File: config.mk
export PLATFORM = sky130hd
export DESIGN_NAME = sram_access_ctrl
export DESIGN_NICKNAME = d
export VERILOG_FILES = /design/src/rtl/sram_ctrl_pkg.sv /design/src/rtl/sram_row_decoder.sv /design/src/rtl/sram_access_ctrl.sv
export SDC_FILE = /design/constraint.sdc
export NUM_CORES = 1
export LEC_CHECK = 0
export CORE_ASPECT_RATIO = 0.8
export CORE_MARGIN = 2
export CORE_UTILIZATION = 50
export CTS_BUF_LIST = sky130_fd_sc_hd__clkbuf_16
export DETAILED_ROUTE_END_ITERATION = 8
export PLACE_DENSITY_LB_ADDON = 0.05
export SETUP_SLACK_MARGIN = 0.15
export SYNTH_ARGS = -nofsm -noshare
export SYNTH_HDL_FRONTEND = slang
export SYNTH_HIERARCHICAL = 1
export SYNTH_SLANG_ARGS = --single-unit
export TNS_END_PERCENT = 30
File: constraint.sdc
create_clock -name clk -period 2.85 [get_ports clk]
set_clock_uncertainty 0.1 [all_clocks]
set_input_delay 0.4275 -clock clk [delete_from_list [all_inputs] [get_ports clk]]
set_output_delay 0.4275 -clock clk [all_outputs]
set_load 0.01 [all_outputs]
File: src/rtl/sram_ctrl_pkg.sv
// Shared types and defaults for the SRAM access controller.
// The optional parity feature is enabled by defining SRAM_CTRL_PARITY_EN.
package sram_ctrl_pkg;

    typedef enum logic [2:0] {
        ST_IDLE  = 3'd0,
        ST_PRE   = 3'd1,
        ST_ACC   = 3'd2,
        ST_SENSE = 3'd3,
        ST_DONE  = 3'd4
    } state_e;

    // Request encoding produced by the upstream op/select FSM
    localparam logic RW_READ  = 1'b0;
    localparam logic RW_WRITE = 1'b1;

    localparam int DEF_ADDR_W  = 2;
    localparam int DEF_DATA_W  = 4;
    localparam int DEF_PRE_CYC = 1;
    localparam int DEF_WL_CYC  = 2;

endpackage

File: src/rtl/sram_row_decoder.sv
// Combinational address-to-wordline decoder; output is one-hot when enabled, zero otherwise.
module sram_row_decoder #(
    parameter int ADDR_W = 2,
    parameter int DEPTH  = 4
) (
    input  logic [ADDR_W-1:0] addr,
    input  logic              en,
    output logic [DEPTH-1:0]  wl
);

    always_comb begin
        wl = '0;
        if (en) begin
            wl[addr] = 1'b1;
        end
    end

endmodule

File: src/rtl/sram_access_ctrl.sv
// Sequences one precharge / wordline / sense access per request over a small behavioural array.
// Define SRAM_CTRL_PARITY_EN to store an even-parity bit per word and report parity_err on reads.
module sram_access_ctrl
    import sram_ctrl_pkg::*;
#(
    parameter int ADDR_W  = DEF_ADDR_W,
    parameter int DATA_W  = DEF_DATA_W,
    parameter int PRE_CYC = DEF_PRE_CYC,
    parameter int WL_CYC  = DEF_WL_CYC
) (
    input  logic                 clk,
    input  logic                 rst,
    input  logic                 valid,
    input  logic                 rw,
    input  logic [ADDR_W-1:0]    addr,
    input  logic [DATA_W-1:0]    wdata,
    output logic                 busy,
    output logic                 precharge,
    output logic [(1<<ADDR_W)-1:0] wl,
    output logic                 we,
    output logic                 sae,
    output logic [DATA_W-1:0]    rdata,
`ifdef SRAM_CTRL_PARITY_EN
    output logic                 parity_err,
`endif
    output logic                 done
);

    localparam int DEPTH   = 1 << ADDR_W;
    localparam int MAX_CYC = (PRE_CYC > WL_CYC) ? PRE_CYC : WL_CYC;
    localparam int CNT_W   = $clog2(MAX_CYC) + 1;
`ifdef SRAM_CTRL_PARITY_EN
    localparam int MEM_W   = DATA_W + 1;
`else
    localparam int MEM_W   = DATA_W;
`endif

    state_e              state_q, state_d;
    logic [CNT_W-1:0]    cnt_q, cnt_d;
    logic [ADDR_W-1:0]   addr_q, addr_d;
    logic [DATA_W-1:0]   wdata_q, wdata_d;
    logic                rw_q, rw_d;
    logic                armed_q, armed_d;
    logic [DATA_W-1:0]   rdata_q, rdata_d;
    logic [MEM_W-1:0]    mem_q [DEPTH];
    logic                mem_we;
    logic [MEM_W-1:0]    mem_wdata;
    logic                wl_en;
`ifdef SRAM_CTRL_PARITY_EN
    logic                perr_q, perr_d;
`endif

    always_comb begin
        state_d = state_q;
        cnt_d   = cnt_q;
        addr_d  = addr_q;
        wdata_d = wdata_q;
        rw_d    = rw_q;
        armed_d = armed_q;
        rdata_d = rdata_q;
        mem_we  = 1'b0;
`ifdef SRAM_CTRL_PARITY_EN
        mem_wdata = {^wdata_q, wdata_q};
        perr_d    = 1'b0;
`else
        mem_wdata = wdata_q;
`endif
        // A level-held request must drop once before the next access is accepted
        if (!valid) begin
            armed_d = 1'b1;
        end
        case (state_q)
            ST_IDLE: begin
                if (valid && armed_q) begin
                    addr_d  = addr;
                    wdata_d = wdata;
                    rw_d    = rw;
                    cnt_d   = CNT_W'(PRE_CYC - 1);
                    state_d = ST_PRE;
                end
            end
            ST_PRE: begin
                if (cnt_q == '0) begin
                    cnt_d   = CNT_W'(WL_CYC - 1);
                    state_d = ST_ACC;
                end else begin
                    cnt_d = cnt_q - 1'b1;
                end
            end
            ST_ACC: begin
                if (cnt_q == '0) begin
                    if (rw_q == RW_WRITE) begin
                        mem_we  = 1'b1;
                        state_d = ST_DONE;
                    end else begin
                        state_d = ST_SENSE;
                    end
                end else begin
                    cnt_d = cnt_q - 1'b1;
                end
            end
            ST_SENSE: begin
                rdata_d = mem_q[addr_q][DATA_W-1:0];
`ifdef SRAM_CTRL_PARITY_EN
                perr_d  = ^mem_q[addr_q];
`endif
                state_d = ST_DONE;
            end
            ST_DONE: begin
                armed_d = 1'b0;
                state_d = ST_IDLE;
            end
            default: state_d = ST_IDLE;
        endcase
    end

    always_ff @(posedge clk) begin
        if (rst) begin
            state_q <= ST_IDLE;
            cnt_q   <= '0;
            addr_q  <= '0;
            wdata_q <= '0;
            rw_q    <= RW_READ;
            armed_q <= 1'b1;
            rdata_q <= '0;
`ifdef SRAM_CTRL_PARITY_EN
            perr_q  <= 1'b0;
`endif
        end else begin
            state_q <= state_d;
            cnt_q   <= cnt_d;
            addr_q  <= addr_d;
            wdata_q <= wdata_d;
            rw_q    <= rw_d;
            armed_q <= armed_d;
            rdata_q <= rdata_d;
`ifdef SRAM_CTRL_PARITY_EN
            perr_q  <= perr_d;
`endif
        end
    end

    // Array is not reset; a reset on the commit edge suppresses the write
    always_ff @(posedge clk) begin
        if (mem_we && !rst) begin
            mem_q[addr_q] <= mem_wdata;
        end
    end

`ifdef SRAM_CTRL_PARITY_EN
    task automatic flip_bit(input int word, input int bit_idx);
        mem_q[word][bit_idx] = ~mem_q[word][bit_idx];
    endtask

    assign parity_err = perr_q;
`endif

    assign busy      = (state_q != ST_IDLE);
    assign precharge = (state_q == ST_IDLE) || (state_q == ST_PRE);
    assign wl_en     = (state_q == ST_ACC) || (state_q == ST_SENSE);
    assign we        = (state_q == ST_ACC) && (rw_q == RW_WRITE);
    assign sae       = (state_q == ST_SENSE);
    assign done      = (state_q == ST_DONE);
    assign rdata     = rdata_q;

    sram_row_decoder #(
        .ADDR_W (ADDR_W),
        .DEPTH  (DEPTH)
    ) u_row_decoder (
        .addr (addr_q),
        .en   (wl_en),
        .wl   (wl)
    );

endmodule

==> summary by stage <==
Logic synthesis
The biggest area contributor in the post-synthesis netlist is edfxtp_1. After technology mapping, the gate count stands at 128. For this run, the number of Yosys warnings is 6. Ranked by total cell area, the synthesized netlist is headed by edfxtp_1 (32%), dfxtp_1 (23%), mux4_2 (6.0%). The async set or reset register ratio after synthesis is 0%.

The synthesized netlist occupies a cell area of 1508 µm². After synthesis, the largest area contributor takes up 31.87% of total cell area. Counting every net in the synthesized netlist gives 140.

The number of different library cells used by synthesis comes to 37. Summing the sequential cell areas from Yosys gives 54.44% of the chip area. The primary flip-flop cell chosen by synthesis mapping is dfxtp_1. The average size of a mapped cell is 11.78 µm². Yosys mapped a number of flops with a built-in enable equal to 16. Counting flops and latches in the post-synthesis netlist gives 33.

Global route
The number of antenna violations at the first check in global routing is 0. The total overflow left after global routing is 0. The first global-routing pass estimated 4.457 mm of wire.

The number of global-route vias before repair is 919. Entering global routing, the biggest net connects 16 pins. The aggregate global-route resource usage is 18.40%.

Drt
The total number of vias is 1016. The per-cell routed wire length is 14.64 µm. The total wire length is 2.782 mm. Using the TritonRoute via totals, the vias-per-cell ratio works out to 5.347. The starting DRC count in detailed routing is 53.

Before antenna repair, the detailed router went through 4 iterations. After detailed routing, the number of remaining DRC violations is 0. The number of nets still failing antenna checks after routing is 0.

Power
Of the total power, the share spent switching nets is 24.58%. The areal power density over the cells is 663.6 nW/µm². The internal portion of total power is 0.9387 mW. The highest ir drop seen on vdd is 0.0004499 V. The total power after layout is 1.245 mW. In this run, the clock network consumes 39.3% of the power. For this design the total switching power over the nets is 0.3059 mW. The leakage power total is 0.6625 nW.

Of the total power, combinational logic draws 15.0%. Sequential cells account for 45.7% of the total power.

CTS
The clock sink count is 33. At the later pin of the worst-skew pair, clock insertion delay measures 0.27 ns. The clock tree root buffer cell is clkbuf_16.

TritonCTS created 5 clock buffers. The maximum clock insertion buffer count is 2. The clock tree from TritonCTS is done. The number of gates given a new drive strength after cts is 0. The CTS clock-pin slew for the worst setup and hold paths is 0.05 ns.

The total of hold buffers inserted after clock tree synthesis is 0. In this run the number of H-tree levels came out at 2. The post-CTS setup buffer count is 0.

STA
For this run, the top clock speed supported by timing is 410.0 MHz. For the finished layout, the period the worst path requires is 2.439 ns. The slack of the critical path is 0.4111 ns. For the pin with the worst max-slew slack, the measured transition is 0.5295 ns. The post-route setup TNS is 0 ns. Dividing the final minimum period by the clock period gives 85.58%. The count of final setup violators is 0. The final number of hold-violating endpoints is 0. The number of max-slew violations in the final report was 0. Setup repair after global routing left no endpoint under its margin. The relative slew slack is 64.43%.

Layout
The number of fillers in the final layout is 213. From synthesis to final layout, the design area changed by 24.40%. The proportion of layout cells with a drive suffix above 1 is 12.50%. After the last flow step, the layout net total stands at 163. The count of antenna diodes in the layout is 0.

The library cells used most frequently in the layout, excluding fill and tap cells, are clkdlybuf4s50_1 (22), dfxtp_1 (17), edfxtp_1 (16), a21oi_1 (10). Leaving out fill and tap cells, the most frequent cell in the layout is clkdlybuf4s50_1. Measured on the finished design, the core utilization comes to 66.80%. The final standard cell area without fillers is 1876 µm².

Placed design
The detailed-placement wirelength estimate is 1.954 mm. The worst setup slack before clock tree synthesis is 0.5956 ns. The weighted congestion at the end of routability-driven global placement is 0.8016. The placement-stage cell area is 1738 µm². The number of buffer cells added on primary ports is 22.

Status
The flow ran to the end, and the final reports show no timing, DRC or antenna violations.

Die
The die width is 65.40 µm. The core outline area is 2808 µm². The initial core utilization is 53.70%. The floorplan has 17 rows. The floorplan step defined a die boundary enclosing 3473 µm². The die height is 53.12 µm. The total I/O pin count is 23.

Critical path
STA classifies the critical path startpoint as a flip-flop. Along the worst path, the maximum fanout reaches 12. The arrival time of data at the critical path endpoint is 1.91 ns. The category of the worst setup path capture point is an output port. The worst setup path is of the flip-flop to output port kind. Data on the critical path is required at its endpoint by 2.32 ns.

Hold path
The class of the worst hold path is flip-flop to flip-flop.

Job
The number of violations of the max-capacitance limit is 0.
## state kept, by name, indices dropped and copies added (netlist names)
signal and cells:
cnt_q 2, mem_q 16, rw_q 1, state_q 3, addr_q 2, armed_q 1, mem_wdata 4, rdata 4
## critical path, cell delays in order, from the launching register on
cell and delay (ns):
dfxtp_1 0.63, and3b_1 0.41, clkdlybuf4s50_1 0.59
## stage by stage
stage	hold slack, ns	instances
2_1_floorplan	0.3567	128
3_3_place_gp	0.3709	182
3_5_place_dp	0.3890	182
4_1_cts	0.4029	190
5_1_grt	0.4295	190
6_report	0.3999	190
## path summary, 6_finish.rpt
check | slack, ns | start | end | cells after the start
worst max-delay path | 0.41 | state_q[0] | sae | 2
worst max register to register | 0.89 | state_q[1] | mem_q[2][2] | 3
worst min-delay path | 0.40 | rdata[0] | rdata[0] | 2
worst min register to register | 0.40 | rdata[0] | rdata[0] | 2
## synthesized netlist by cell type, drive strengths merged, types with 2 or more instances
master  count
a21oi      10
a22oi       2
and3b       5
buf         5
clkbuf      2
dfxtp      17
edfxtp     16
ha          2
inv         7
mux2i       5
mux4        4
nand2       2
nand2b      3
nand3       7
nand3b      2
nor2        6
nor2b       5
nor3        5
nor3b       4
o21ai       8
or2         2
## kinds of logic (layout without fill, tap and decap cells)
logic type,count (synthesis),in the layout,synth area share [%]
multiplexers,9,9,9.295
AO/OA/AOI/OAI,25,25,9.958
flip-flops,33,33,54.44
AND/OR/NAND/NOR,45,45,19.92
buffers and inverters,14,38,4.730
adder cells (fa/ha/maj),2,2,1.659
## power groups by stage
stage | Combinational [mW] | Clock [mW] | Sequential [mW]
after detailed placement | 0.186 | 0 | 0.578
after CTS | 0.188 | 0.501 | 0.569
after floorplan | 0.155 | 0 | 0.550
after global placement | 0.185 | 0 | 0.575
after global routing | 0.205 | 0.526 | 0.575
final | 0.187 | 0.489 | 0.569
## layer usage
layer / global-route usage [%] / up-vias / share of wire, %
met4: 9.375 / 0 / 1.6
met2: 27.55 / 36 / 45
met1: 24.62 / 463 / 47
li1: - / 511 / -
met5: 0 / - / 0
met3: 5.106 / 6 / 6.2
## layout make-up
| cell class | count | area [µm²] | share of cell area [%] |
|---|---|---|---|
| sequential | 33 | 820.8 | 43.76 |
| clock inverter | 3 | 12.51 | 0.6671 |
| clock buffer | 5 | 125.1 | 6.671 |
| timing repair buffer | 23 | 227.7 | 12.14 |
| multi-input combinational | 81 | 615.6 | 32.82 |
| inverter | 7 | 26.28 | 1.401 |
| tap | 38 | 47.55 | 2.535 |
Note: power is estimated with default switching activity, not from simulation.
